===== config.mk =====
export PLATFORM = sky130hd
export DESIGN_NAME = memory_read_arbiter_tagged
export DESIGN_NICKNAME = d
export VERILOG_FILES = /design/src/rtl/memory_read_arbiter_tagged.sv
export SDC_FILE = /design/constraint.sdc
export NUM_CORES = 1
export LEC_CHECK = 0
export BUFFER_PORTS_ARGS = -buffer_cell sky130_fd_sc_hd__buf_2
export CORE_MARGIN = 2
export CORE_UTILIZATION = 30
export CTS_CLUSTER_SIZE = 16
export DETAILED_ROUTE_END_ITERATION = 16
export PLACE_DENSITY_LB_ADDON = 0.25
export SLEW_MARGIN = 10
export SYNTH_ARGS = -nofsm -noshare
export SYNTH_HDL_FRONTEND = slang
export SYNTH_SLANG_ARGS = --single-unit

===== constraint.sdc =====
create_clock -name clk -period 6.3 [get_ports clk]
set_clock_uncertainty 0.1 [all_clocks]
set_input_delay 0 -clock clk [delete_from_list [all_inputs] [get_ports clk]]
set_output_delay 0 -clock clk [all_outputs]
set_load 0.01 [all_outputs]

===== src/rtl/memory_read_arbiter_tagged.sv =====
// N-way memory read arbiter (round-robin or priority + starvation guard) with a fixed-latency
// tag pipeline that steers each read response back to the requester that was granted.
module memory_read_arbiter_tagged #(
   parameter int N                 = 5,
   parameter int MEMORY_ADDR_WIDTH = 11,
   parameter int MEMORY_WIDTH      = 20,
   parameter int READ_LATENCY      = 1,
   parameter int ARB_MODE          = 0,
   parameter int STARVE_LIMIT      = 15
) (
   input  logic                                clk,
   input  logic                                rst,
   input  logic [N-1:0]                        req_valid,
   input  logic [N*MEMORY_ADDR_WIDTH-1:0]      req_addr,
   output logic [N-1:0]                        req_ready,
   output logic [N-1:0]                        rsp_valid,
   output logic [MEMORY_WIDTH-1:0]             rsp_data,
   output logic                                mem_valid,
   output logic [MEMORY_ADDR_WIDTH-1:0]        mem_addr,
   input  logic                                mem_ready,
   input  logic [MEMORY_WIDTH-1:0]             mem_data,
   output logic [$clog2(READ_LATENCY+1)-1:0]   outstanding
);

   localparam int IW = (N > 1) ? $clog2(N) : 1;
   localparam int CW = (STARVE_LIMIT > 0) ? $clog2(STARVE_LIMIT + 1) : 1;
   localparam int OW = $clog2(READ_LATENCY + 1);
   localparam int AW = MEMORY_ADDR_WIDTH;
   localparam int P  = N - 1;

   logic [IW-1:0]                      rr_ptr_q, rr_ptr_d;
   logic [CW-1:0]                      wait_q [P];
   logic [CW-1:0]                      wait_d [P];
   logic [READ_LATENCY-1:0]            v_q;
   logic [READ_LATENCY-1:0][IW-1:0]    idx_q;
   logic [OW-1:0]                      outstanding_q, outstanding_d;

   logic [N-1:0]  grant;
   logic [N-1:0]  starved;
   logic [N-1:0]  nonpri;
   logic [IW-1:0] win_idx;
   logic          accept;

   function automatic logic [N-1:0] rr_pick(input logic [N-1:0] cand, input logic [IW-1:0] ptr);
      logic [N-1:0]  pick;
      logic [IW-1:0] idx;
      logic          found;
      pick  = '0;
      found = 1'b0;
      for (int k = 0; k < N; k++) begin
         idx = IW'((int'(ptr) + k) % N);
         if (!found && cand[idx]) begin
            pick[idx] = 1'b1;
            found     = 1'b1;
         end
      end
      return pick;
   endfunction

   // A starved port only counts while it is still requesting this cycle.
   always_comb begin
      starved = '0;
      nonpri  = req_valid;
      nonpri[P] = 1'b0;
      for (int i = 0; i < P; i++) begin
         starved[i] = (STARVE_LIMIT != 0) && req_valid[i] && (wait_q[i] == CW'(STARVE_LIMIT));
      end
      grant = '0;
      if (ARB_MODE == 0) begin
         grant = rr_pick(req_valid, rr_ptr_q);
      end else if (|starved) begin
         grant = rr_pick(starved, rr_ptr_q);
      end else if (req_valid[P]) begin
         grant[P] = 1'b1;
      end else begin
         grant = rr_pick(nonpri, rr_ptr_q);
      end
   end

   always_comb begin
      win_idx  = '0;
      mem_addr = '0;
      for (int i = 0; i < N; i++) begin
         if (grant[i]) begin
            win_idx  = IW'(i);
            mem_addr = req_addr[i*AW +: AW];
         end
      end
   end

   assign mem_valid = |req_valid;
   assign accept    = mem_valid & mem_ready;
   assign req_ready = grant & {N{mem_ready}};

   always_comb begin
      rr_ptr_d = rr_ptr_q;
      if (accept && (ARB_MODE == 0 || win_idx != IW'(P))) begin
         rr_ptr_d = IW'((int'(win_idx) + 1) % N);
         if (ARB_MODE != 0 && rr_ptr_d == IW'(P)) rr_ptr_d = '0;
      end
      for (int i = 0; i < P; i++) begin
         if (!req_valid[i] || (accept && grant[i])) wait_d[i] = '0;
         else if (wait_q[i] != CW'(STARVE_LIMIT))   wait_d[i] = wait_q[i] + 1'b1;
         else                                       wait_d[i] = wait_q[i];
      end
      outstanding_d = outstanding_q + OW'(accept) - OW'(v_q[READ_LATENCY-1]);
   end

   always_ff @(posedge clk or posedge rst) begin
      if (rst) begin
         rr_ptr_q      <= '0;
         outstanding_q <= '0;
         v_q           <= '0;
         idx_q         <= '0;
         for (int i = 0; i < P; i++) wait_q[i] <= '0;
      end else begin
         rr_ptr_q      <= rr_ptr_d;
         outstanding_q <= outstanding_d;
         v_q[0]        <= accept;
         idx_q[0]      <= win_idx;
         for (int s = 1; s < READ_LATENCY; s++) begin
            v_q[s]   <= v_q[s-1];
            idx_q[s] <= idx_q[s-1];
         end
         for (int i = 0; i < P; i++) wait_q[i] <= wait_d[i];
      end
   end

   always_comb begin
      rsp_valid = '0;
      if (v_q[READ_LATENCY-1]) rsp_valid[idx_q[READ_LATENCY-1]] = 1'b1;
   end

   assign rsp_data    = mem_data;
   assign outstanding = outstanding_q;

endmodule


# == After elaboration in Yosys (flattened, before gate mapping) ==
# Index checks and enable logic that the tools add are counted.
# op_classes
addsub,7
mul,0
n_div,6
magnitude_cmp,12
n_eq_ne,0
shifts,0
n_mux,41
bitwise_logic,6
reduce_logical,15
# op_table
operator,count
$mod 32x4->32 const B,5
$mux 11,5
$mod 4x4->32 const B,1
$mux 5,6
$lt 3x4->1 const B,6
$or 5x5->5,4
$demux 1 s3,6
$ge 3x1->1 const B,6
$mux 1,16
$bmux 1 s3,5
$logic_and 1x1->1,10
$mux 3,3
$add 3x1->4 const B,2
$add 3x2->4 const B,2
$and 5x5->5,1
$reduce_or 5->1,1
$add 3x3->4 const B,1
$logic_not 1->1,4
$add 1x1->1,1
$and 1x1->1,1
$sub 1x1->1,1
# totals
register_bits,8
latchBits,0
ramBits,0
romBits,0
inputBits,83
output_inout_bits,43
word_cells,91
n_memories,0

# == Logic depth before layout (Yosys ltp) ==
# Gate-level depths: netlist of run 1.
# logic_depth
ltp_word,22
ltp_mapped,26
ltp_nobuf,22

# == Worst setup path after synthesis of run 1 ==
# No wires, ideal clock.
# synth_timing
path_type,reg-to-reg
startpoint,register rr_ptr_q[0]
endpoint,register rr_ptr_q[1]
setup_ps,83
arrival_ps,4983
setup_slack_ps,1134
path_stages_with_launch,24
path_buffers,3
period_less_slack_ps,5166
cell_sequence,dfrtp_1 > buf_4 > inv_1 > buf_2 > clkbuf_1 > ha_1 > inv_1 > ha_1 > inv_1 > ha_1 > nor3_1 > or3_1 > nand2_1 > ha_1 > nand2b_1 > a22o_4 > mux2_4 > o221ai_2 > a32oi_1 > o41ai_1 > a21o_4 > or2_1 > ha_1 > o21ai_0
# synth_via
elab_chain_len,22
elab_cells_between_ends,71
cone_classes,add/sub (5); div (6); order compare (10); mux (33); bitwise (4); reduce/logical (13)
# synth_lines
item,line,source
from (decl),31,"logic [IW-1:0] rr_ptr_q, rr_ptr_d;"
from (signal assigned),117,rr_ptr_q <= rr_ptr_d;
branches (longest 15 deep; another with $mod 32x4->32),-,
$mux 5 (*),52,if (!found && cand[idx]) begin
$mux 1,84,if (grant[i]) begin
$mux 3 (2 in series),84,
$mux 3 (*),84,
named net win_idx[0],41,logic [IW-1:0] win_idx;
$add 3x1->4 (*),98,rr_ptr_d = IW'((int'(win_idx) + 1) % N);
$mod 32x4->32 (*),98,
# Mark *: on every way through the listed nets, which the timed path passes. The select of a mux whose other input is x is not followed.
# A chain may end at the register's enable or synchronous reset.

# == Final worst setup path of run 1 ==
# layout_timing
startpoint,register rr_ptr_q[0]
endpoint,output mem_addr[0]
# layout_via
elab_chain_len,21
elab_cells_between_ends,70
cone_classes,add/sub (4); div (5); order compare (10); mux (34); bitwise (4); reduce/logical (13)
# layout_lines
item,line,source
branches (longest 15 deep; another with $mod 32x4->32),-,
$mux 5 (*),52,
$mux 11 (4 in series),84,
$mux 11 (*),84,
to (decl),19,"output logic [MEMORY_ADDR_WIDTH-1:0] mem_addr,"
# Every way passes the cells marked *. The select of a mux whose other input is x is not followed.

==> results of run 1 <==
critical path: stages, from the launching register on:
cell and delay, ns:
dfrtp_1 0.37, inv_1 0.05, buf_4 0.26, ha_1 0.31, inv_1 0.09, ha_1 0.35, inv_1 0.08, ha_1 0.21
nor3_1 0.34, o21ai_0 0.23, nand2_1 0.15, ha_1 0.23, nand2b_1 0.08, a22o_4 0.25, mux2_4 0.31, o221ai_2 0.17
a32oi_1 0.12, or4_1 0.56, o21ai_2 0.46, a222oi_1 0.18, a21oi_2 0.19, buf_2 0.15
cell type report:
type                       count  area (µm²)  share of cell area
multi-input combinational    284        2140               0.649
sequential                     8         200              0.0607
timing repair buffer         113         688               0.209
inverter                      25        93.8              0.0285
clock buffer                   3        41.3              0.0125
tap                          108         135              0.0410
final timing paths:
kind / start / endpoint / slack (ns)
max in group asynchronous: rst / rr_ptr_q[0] / 5.70
max: rr_ptr_q[0] / mem_addr[0] / 0.80
min in group clk: mem_ready / outstanding / 0.16
max reg2reg: rr_ptr_q[0] / rr_ptr_q[1] / 1.18
min reg2reg: outstanding / outstanding / 0.50
min: rst / outstanding / 0.16
cells by family after synthesis:
| logic type | synth area share |
|---|---|
| compound gates | 0.398 |
| simple gates | 0.222 |
| buf+inv | 0.139 |
| fa+ha+maj | 0.106 |
| xor+xnor | 0.0286 |
| mux | 0.0336 |
| flops | 0.0737 |
timing repair:
action                    CTS  global route
setup buffers               0             0
hold endpoints to repair   28             0
resized for setup           0             0
hold buffers               21             0
Yosys cell counts, types with 6 or more instances:
| master | number |
|---|---|
| buf_4 | 25 |
| nand2_1 | 24 |
| ha_1 | 23 |
| nor3_1 | 22 |
| inv_1 | 21 |
| a21oi_1 | 18 |
| nor2_1 | 14 |
| o22ai_1 | 13 |
| nand2b_1 | 12 |
| a21oi_2 | 11 |
| a222oi_1 | 11 |
| buf_2 | 11 |
| dfrtp_1 | 8 |
| o21ai_0 | 8 |
| a31oi_1 | 7 |
| and2_1 | 6 |
| nor4_1 | 6 |
metal layers:
| metal | GRT usage | part of all wire |
|---|---|---|
| met1 | 0.220 | 0.43 |
| met2 | 0.273 | 0.46 |
| met4 | 0.0558 | 0.033 |
| met5 | 0 | 0 |
| met3 | 0.0119 | 0.071 |
flip-flops by register name (all words and copies together) (netlist names):
signal,count
idx_q,3
outstanding,1
rr_ptr_q,3
v_q,1
through the flow:
step           setup WS, ns  cells
2_1_floorplan          1.13    359
3_3_place_gp           1.14    517
3_5_place_dp           1.08    517
4_1_cts               0.816    541
5_1_grt               0.342    541
6_report              0.804    541
==> reports/results.ini, run 1 <==
[placement]
gp_congestion = 0.901
placed_area_mm2 = 0.00305
port_buffers = 85
dp_hpwl_um = 6740

[layout]
fill_cells = 937
final_util = 0.376
finish.instance_area_mm2 = 0.00330
drive_above_1_share = 0.307
layout_common_cells = 85 x buf_2, 24 x nand2_1, 23 x ha_1
diodes = 0
design.final.nets = 541
final_common_cell = buf_2
synthToLayoutAreaGrowth_pct = 21.4

[synth]
synth-seq-area-share = 0.0737
synth.largest_area_cell = ha_1
syn_inst = 359
synth_warnings = 0
synth_area_per_cell_um2 = 7.56
synth-edff-count = 0
synth_top_area_frac = 0.106
synth.area.top_cells = ha_1 11%, dfrtp_1 7.4%, buf_4 6.9%, a222oi_1 4.1%, nor3_1 4.1%
yosys_most_used_dff = dfrtp_1
ys_ff_latch = 8
async_flop_share = 1.00
yosysUniqueCellTypes = 81
syn_area_mm2 = 0.00272
syn_nets = 465

[global_route]
grt_pass1_wl_um = 13500
grt_pass1_vias = 2808
grt.total_usage = 0.163
grt_overflow = 0
antenna_found_initial = 0
grt_max_degree = 39

[timing]
finalHoldWorstSlack_ns = 0.163
worstMarginPinSlew_ns = 0.807
setup_violations = 0
drv_slew = 0
hold_viol_final = 0
clock.fmax_ghz = 0.182
rsz0062_at_grt = no
max_slew_margin = 0.462
period_needed_ns = 5.50
fin_tns_setup_ns = 0
fin_crit_sh = 0.872

[die]
fp.dieW_um = 99.1
initial_utilization = 0.310
fp.dieH_um = 99.1
ios = 126
core_area_mm2 = 0.00876
rows = 34
die_area_mm2 = 0.00983

[detailed_routing]
viasPerCell = 5.68
post_drt_wl_per_cell_um = 15.9
dr.pass1.iters = 5
ant_nets = 0
vias = 3072
drcViolationCount = 0
wirelength_um = 8580
drt_iter0_markers = 218

[min_path]
hp-class = input port to async pin

[critical_path]
worstPathRequired_ns = 6.20
critical_path_arrival_ns = 5.40
ff2ff_path_depth = 21
worstSetupPathType = flip-flop to output port
startpoint_type = flip-flop
critical_path.max_fanout = 23
worst_setup_path_end_kind = output port

[clocking]
clock-sinks = 8
insertion_delay_ns = 0.23
cts_buffer_depth = 2
cts_buffers = 3
clkTransAtPathRegs_ns = 0.04
h-tree-depth = 1
cts_tree = done
cts_root_buf = clkbuf_8

[outcome]
outcome = finished, final reports clean

[job]
drv_cap = 0

Power of run 1 is not shown: default switching activity piles up to over one toggle a cycle in this logic, so the estimate is an artifact.
==> run 2, diff against run 1 <==
--- a/config.mk
+++ b/config.mk
@@ -10,7 +10,7 @@
 export CORE_UTILIZATION = 30
 export CTS_CLUSTER_SIZE = 16
 export DETAILED_ROUTE_END_ITERATION = 16
-export PLACE_DENSITY_LB_ADDON = 0.25
+export PLACE_DENSITY = 0.68
 export SLEW_MARGIN = 10
 export SYNTH_ARGS = -nofsm -noshare
 export SYNTH_HDL_FRONTEND = slang
==> run 2 against run 1 <==
Effect of this change:
- worst hold slack lost 0.018 ns
- via count is 1.4% higher
- register-to-register slack lost 0.12 ns
- utilization decreased by 0.14 points
- highest routed layer unchanged
- first-iteration DRC count decreased by 15%
- routed wire length is 2.7% higher
- maximum frequency down 2.5%
- design area down 0.38%
- setup slack worse by 0.14 ns
==> reports/results.ini, run 2 (same netlist as run 1, synthesis figures left out) <==
[detailed_routing]
ant_nets = 0
drcViolationCount = 0
wirelength_um = 8810
vias = 3114
post_drt_wl_per_cell_um = 16.3
drt_iter0_markers = 185
viasPerCell = 5.77
dr.pass1.iters = 5

[timing]
finalHoldWorstSlack_ns = 0.145
clock.fmax_ghz = 0.177
worstMarginPinSlew_ns = 0.826
max_slew_margin = 0.449
period_needed_ns = 5.64
setup_violations = 0
fin_tns_setup_ns = 0
rsz0062_at_grt = no
drv_slew = 0
hold_viol_final = 0
fin_crit_sh = 0.895

[critical_path]
critical_path_arrival_ns = 5.54
critical_path.max_fanout = 19
startpoint_type = flip-flop
worst_setup_path_end_kind = output port
max_stage_delay_ns = 0.58
critPathMostFrequentCell = ha_1
path_cells = buf_4, inv_1, ha_1, inv_1, ha_1, inv_1, ha_1, nor3_1, o21ai_0, nand2_1, ha_1, nand2b_1, a22o_4, mux2_4, o221ai_2, a32oi_1, or4_1, o21ai_2, a222oi_1, a21oi_2, buf_2
worstPathRequired_ns = 6.20
slowest_stage = or4_1
worstSetupPathType = flip-flop to output port

[clocking]
cts_buffers = 3
clock-sinks = 8
clkTransAtPathRegs_ns = 0.04
insertion_delay_ns = 0.23
cts_root_buf = clkbuf_8
postCtsHoldBufs = 21
cts_resized = 0
post_cts_buffers = 0
cts_tree = done
h-tree-depth = 1
cts_buffer_depth = 2

[global_route]
grt_overflow = 0
grt_pass1_wl_um = 14100
grt_pass1_vias = 3085
grt.total_usage = 0.172
grt_max_degree = 39
antenna_found_initial = 1

[die]
die_area_mm2 = 0.00983
core_area_mm2 = 0.00876
fp.dieW_um = 99.1
ios = 126
rows = 34
initial_utilization = 0.310
fp.dieH_um = 99.1

[layout]
drive_above_1_share = 0.304
largest_registers = idx_q: 3 flops, rr_ptr_q: 3 flops
design.final.nets = 539
final_common_cell = buf_2
fill_cells = 936
layout_common_cells = 85 x buf_2, 24 x nand2_1, 23 x ha_1
synthToLayoutAreaGrowth_pct = 21.0

[job]
drv_cap = 0

[placement]
gp_congestion = 0.921
dp_hpwl_um = 6630
port_buffers = 85

[outcome]
outcome = finished, final reports clean

[min_path]
hp-class = input port to flip-flop

==> run 2: cell types whose count changed in the layout (fill, tap and decap cells not counted), sizes merged <==
cell	change
diode	+1
buf	-2
==> run 2: final cells by class <==
| class | count | area [µm²] | share of cell area |
|---|---|---|---|
| clock buffers | 3 | 41.3 | 0.0126 |
| flip-flops and latches | 8 | 200 | 0.0610 |
| well taps | 108 | 135 | 0.0411 |
| inverters | 25 | 93.8 | 0.0286 |
| repair buffers | 111 | 673 | 0.205 |
| multi-input cells | 284 | 2140 | 0.651 |
| diodes | 1 | 2.50 | 0.000762 |
==> run 2: worst max-delay path: cells and delay by family, from the launching register on <==
kind | cells | cell delay [ns]
buf+inv | 5 | 0.72
flops | 1 | 0.35
fa+ha+maj | 4 | 1.08
simple gates | 4 | 1.17
mux | 1 | 0.32
compound gates | 7 | 1.65
==> run 2: layer usage <==
layer  vias up  global-route usage  wire, µm
met3        19              0.0134       529
met5         -                   0         0
met1      1446               0.205      3600
li1       1504                   -         -
met2       145               0.312      4460
met4         0              0.0780       219
==> run 2: path summary, 6_finish.rpt <==
path	from	endpoint	slack, ns	cells past startpoint
setup / recovery	rr_ptr_q[1]	mem_addr[6]	0.66	21
hold / removal	mem_ready	outstanding	0.15	3
setup reg to reg	rr_ptr_q[1]	rr_ptr_q[1]	1.06	21
hold reg to reg	outstanding	outstanding	0.48	2
max in group asynchronous	rst	rr_ptr_q[2]	5.71	3
min in group asynchronous	rst	outstanding	0.16	3
==> run 2: metrics by stage <==
stage	instances	utilization	cell area (µm²)	setup WS (ns)
2_1_floorplan	359	-	2720	1.13
3_3_place_gp	515	0.346	3030	1.18
3_5_place_dp	515	0.346	3030	0.974
4_1_cts	539	0.375	3280	0.719
5_1_grt	540	0.375	3280	0.133
6_report	540	0.375	3280	0.663
Power of run 2 is left out for the same reason.
